$ cat src/rtl/load_register.sv
// WIDTH-bit parallel-load register with load enable and asynchronous active-high reset.
// The port list is positional-compatible with older instantiations: (I, Q, ld, clk, rst).
module load_register #(
  parameter int unsigned     WIDTH       = 4,
  parameter logic [WIDTH-1:0] RESET_VALUE = '0
) (
  input  logic [WIDTH-1:0] I,
  output logic [WIDTH-1:0] Q,
  input  logic             ld,
  input  logic             clk,
  input  logic             rst
);

  logic [WIDTH-1:0] q_d;
  logic [WIDTH-1:0] q_q;

  always_comb begin
    q_d = q_q;
    if (ld) begin
      q_d = I;
    end
  end

  // Reset wins over load on every edge and also acts between edges.
  always_ff @(posedge clk or posedge rst) begin
    if (rst) begin
      q_q <= RESET_VALUE;
    end else begin
      q_q <= q_d;
    end
  end

  assign Q = q_q;

endmodule

$ cat config.mk
export PLATFORM = sky130hd
export DESIGN_NAME = load_register
export DESIGN_NICKNAME = d
export VERILOG_FILES = /design/src/rtl/load_register.sv
export SDC_FILE = /design/constraint.sdc
export NUM_CORES = 1
export LEC_CHECK = 0
export ABC_AREA = 0
export CAP_MARGIN = 20
export CORE_AREA = 2 2 39 41
export DETAILED_ROUTE_END_ITERATION = 8
export DIE_AREA = 0 0 41 43
export SKIP_LAST_GASP = 1
export SLEW_MARGIN = 20
export SYNTH_ARGS = -nofsm -noshare
export SYNTH_HDL_FRONTEND = slang
export SYNTH_SLANG_ARGS = --single-unit
export TNS_END_PERCENT = 1
$ cat constraint.sdc
create_clock -name clk -period 1.8 [get_ports clk]
set_clock_uncertainty 0.15 [all_clocks]
set_input_delay 0.18 -clock clk [delete_from_list [all_inputs] [get_ports clk]]
set_output_delay 0.18 -clock clk [all_outputs]
set_load 0.03 [all_outputs]
==> impl_metrics.csv <==
group,metric,value,unit
outcome,outcome,"finished, final reports clean",
synth,synthesis.yosys.warnings,0,
floorplan,rows,14,
worst_hold_path,worstHoldStart,"Q[0]",
synth,syn-num-nets,16,
flow_run,number_of_violations_of_the_max_capacitance_limit,0,
sta,fin_max_slew_vios,0,
synth,ys_seq_elements,4,
grt,grt_antenna_before_repair,0,
worst_setup_path,cp_cell_sequence,"clkdlybuf4s50_1",
grt,grt_start_max_net_pins,5,
worst_setup_path,critPathSlowestCell,"clkdlybuf4s50_1",
floorplan,die_area,0.00176,mm2
sta,fmaxAchievable,0.635,GHz
sta,rsz_0062_raised_after_global_routing,"false",
clocking,cts.reportedPaths.clkPinSlew,40,ps
sta,worst_margin_slew,310,ps
clocking,tritoncts,"done",
clocking,worstSkewPairLatency,230,ps
grt,grt_pass1_wl,517,um
worst_setup_path,critical_path.reg2reg.startpoint,"Q[1]",
sta,fin_crit_sh,0.874,
worst_setup_path,cp-start-kind,"register",
drt,wl,386,um
synth,syn_area,149,um2
clocking,numCtsBuffers,3,
worst_setup_path,critPathArrivalTime,1240,ps
drt,detail_route.drc_violations,0,
drt,via_per_inst,3.38,
drt,wire_per_inst,9.90,um
finish,layout.cells.non_filler,39,
finish,final_layout_size_suffix_gt1_frac,0.304,
synth,synthesis.instances,9,
finish,largest_reg_flops,4,
synth,syn-mean-instance-area,16.5,um2
placed_design,numPortBuffers,10,
floorplan,core_region_area,0.00138,mm2
power_and_ir_drop,power-per-cell-area,916,mW/mm2
placed_design,dpl.hpwl,308,um
sta,finalSetupTns,0,ps
synth,yosys-top-cells-count,"4 x dfrtp_1, 4 x mux2_2, 1 x inv_1",
synth,seq_area_frac_synth,0.672,
synth,synth_cell_types,3,
clocking,tritoncts_num_sinks,4,
worst_setup_path,critPathKind,"register to output pin",
synth,postSynth.topFlopCell,"dfrtp_1",
power_and_ir_drop,power_frac_seq,0.379,
finish,antennaDiodeCount,0,
synth,synth.largest_area_cell,"dfrtp_1",
clocking,cts-hold-fix-buffers,1,
power_and_ir_drop,power.combinational.fraction,0.235,
finish,growth_of_design_area_from_synthesis_to_finish,103,%
drt,vias,132,
worst_setup_path,r2r_setup_slk,890,ps
worst_setup_path,critical_path.n_buffers_inverters,1,
grt,grt_usage,0.0544,
power_and_ir_drop,total_power,276,uW
floorplan,starting_density,0.108,
power_and_ir_drop,cellLeakagePower,0.125,nW
floorplan,ioPinCount,11,
clocking,cts.repair_timing.setup_buffer_count,0,
power_and_ir_drop,switching_power,66.7,uW
synth,synth_top_area_frac,0.672,
worst_setup_path,critPathRequiredTime,1470,ps
worst_hold_path,min_delay_worst_endpoint,"Q[0]",
sta,post-route-min-period,1570,ps
drt,antenna_left,0,
worst_setup_path,worstSetupEndpointType,"output pin",
clocking,clock_tree.htree_level_count,1,
worst_setup_path,crit_path_largest_cell_delay,670,ps
placed_design,globalplace.congestion,0.429,
drt,detailedRoute.firstPassIterationCount,1,
worst_setup_path,worst_r2r_path_depth,1,
sta,timing.max_slew.rel_slack,0.793,
sta,timing.final.setup_violations,0,
sta,worst_hold_slack,366,ps
grt,grt-ovfl-total,0,
clocking,clock_root_cell,"clkbuf_4",
placed_design,dpl.cell_count,35,
synth,synthTopCellsByArea,"dfrtp_1 67%, mux2_2 30%, inv_1 2.5%",
floorplan,die_w,41,um
power_and_ir_drop,power_switching_share,0.241,
synth,postSynth.asyncResetShare,1.00,
clocking,cts.repair.resized,0,
synth,number_of_synthesized_flops_with_an_enable_pin,0,
worst_setup_path,crit-reg2reg-capture,"Q[1]",
clocking,clk_path_buf_depth,2,
worst_hold_path,hp_class,"register to register",
floorplan,die_height,43,um
sta,report.final.hold_viol_count,0,
drt,initialDrtViolationCount,0,
power_and_ir_drop,vdd_drop_max,0.165,mV
worst_setup_path,path_max_fanout,2,
finish,nNetsFinal,32,
power_and_ir_drop,pwr-share-clk,0.386,
power_and_ir_drop,internal_power,209,uW
worst_setup_path,cpLargestDelayFamily,"buffers and inverters",
grt,first_global_vias,147,
worst_hold_path,min_path_cells,1,
[logic make-up (layout without fill, tap and decap cells)]
family,count (synthesis),count (layout),share of synthesized area
buf+inv,1,15,0.0252
flops,4,4,0.672
mux,4,4,0.302
[placed cells by master, fill, tap and decap left out, drive strengths merged]
cell type	instances
dfrtp	4
dlygate4sd3	1
clkdlybuf4s50	10
mux2	4
clkbuf	3
inv	1
[worst max-delay path by stage]
stage / cells after the start / startpoint / to
after CTS: 1 / Q[2] / Q[2]
final: 1 / Q[3] / Q[3]
after floorplan: 1 / Q[0] / Q[0]
after global routing: 1 / Q[1] / Q[1]
after global placement: 2 / ld / Q[3]
after detailed placement: 2 / ld / Q[1]
[power groups by stage]
stage / Clock [mW] / Combinational [mW] / Sequential (mW)
2_1_floorplan: 0 / 0.0108 / 0.123
3_3_place_gp: 0 / 0.0632 / 0.105
3_5_place_dp: 0 / 0.0638 / 0.106
4_1_cts: 0.113 / 0.0659 / 0.105
5_1_grt: 0.118 / 0.0689 / 0.105
6_report: 0.107 / 0.0650 / 0.105
[layer usage]
layer / vias up / share of wire / routed length, um / track usage
li1: 59 / - / - / -
met1: 60 / 0.36 / 140 / 0.0292
met2: 11 / 0.44 / 171 / 0.0750
met3: 2 / 0.18 / 68 / 0.0628
met4: 0 / 0.016 / 6 / 0.0600
met5: - / 0 / 0 / 0
[area by class of cell]
cell class                 count  area [um2]
clock buffer                   3        22.5
timing repair buffer          11         110
fill                         148        1080
tap                           16        20.0
inverter                       1        3.75
multi-input combinational      4        45.0
sequential                     4         100
[through the flow]
step | cell area (um2) | worst slack [ps] | util
after global routing | 302 | 180 | 0.218
after floorplan | 149 | 769 | -
after global placement | 269 | 452 | 0.194
after CTS | 302 | 207 | 0.218
after detailed placement | 269 | 430 | 0.194
final | 302 | 226 | 0.218
No activity file was read; power rests on OpenSTA's default activity.
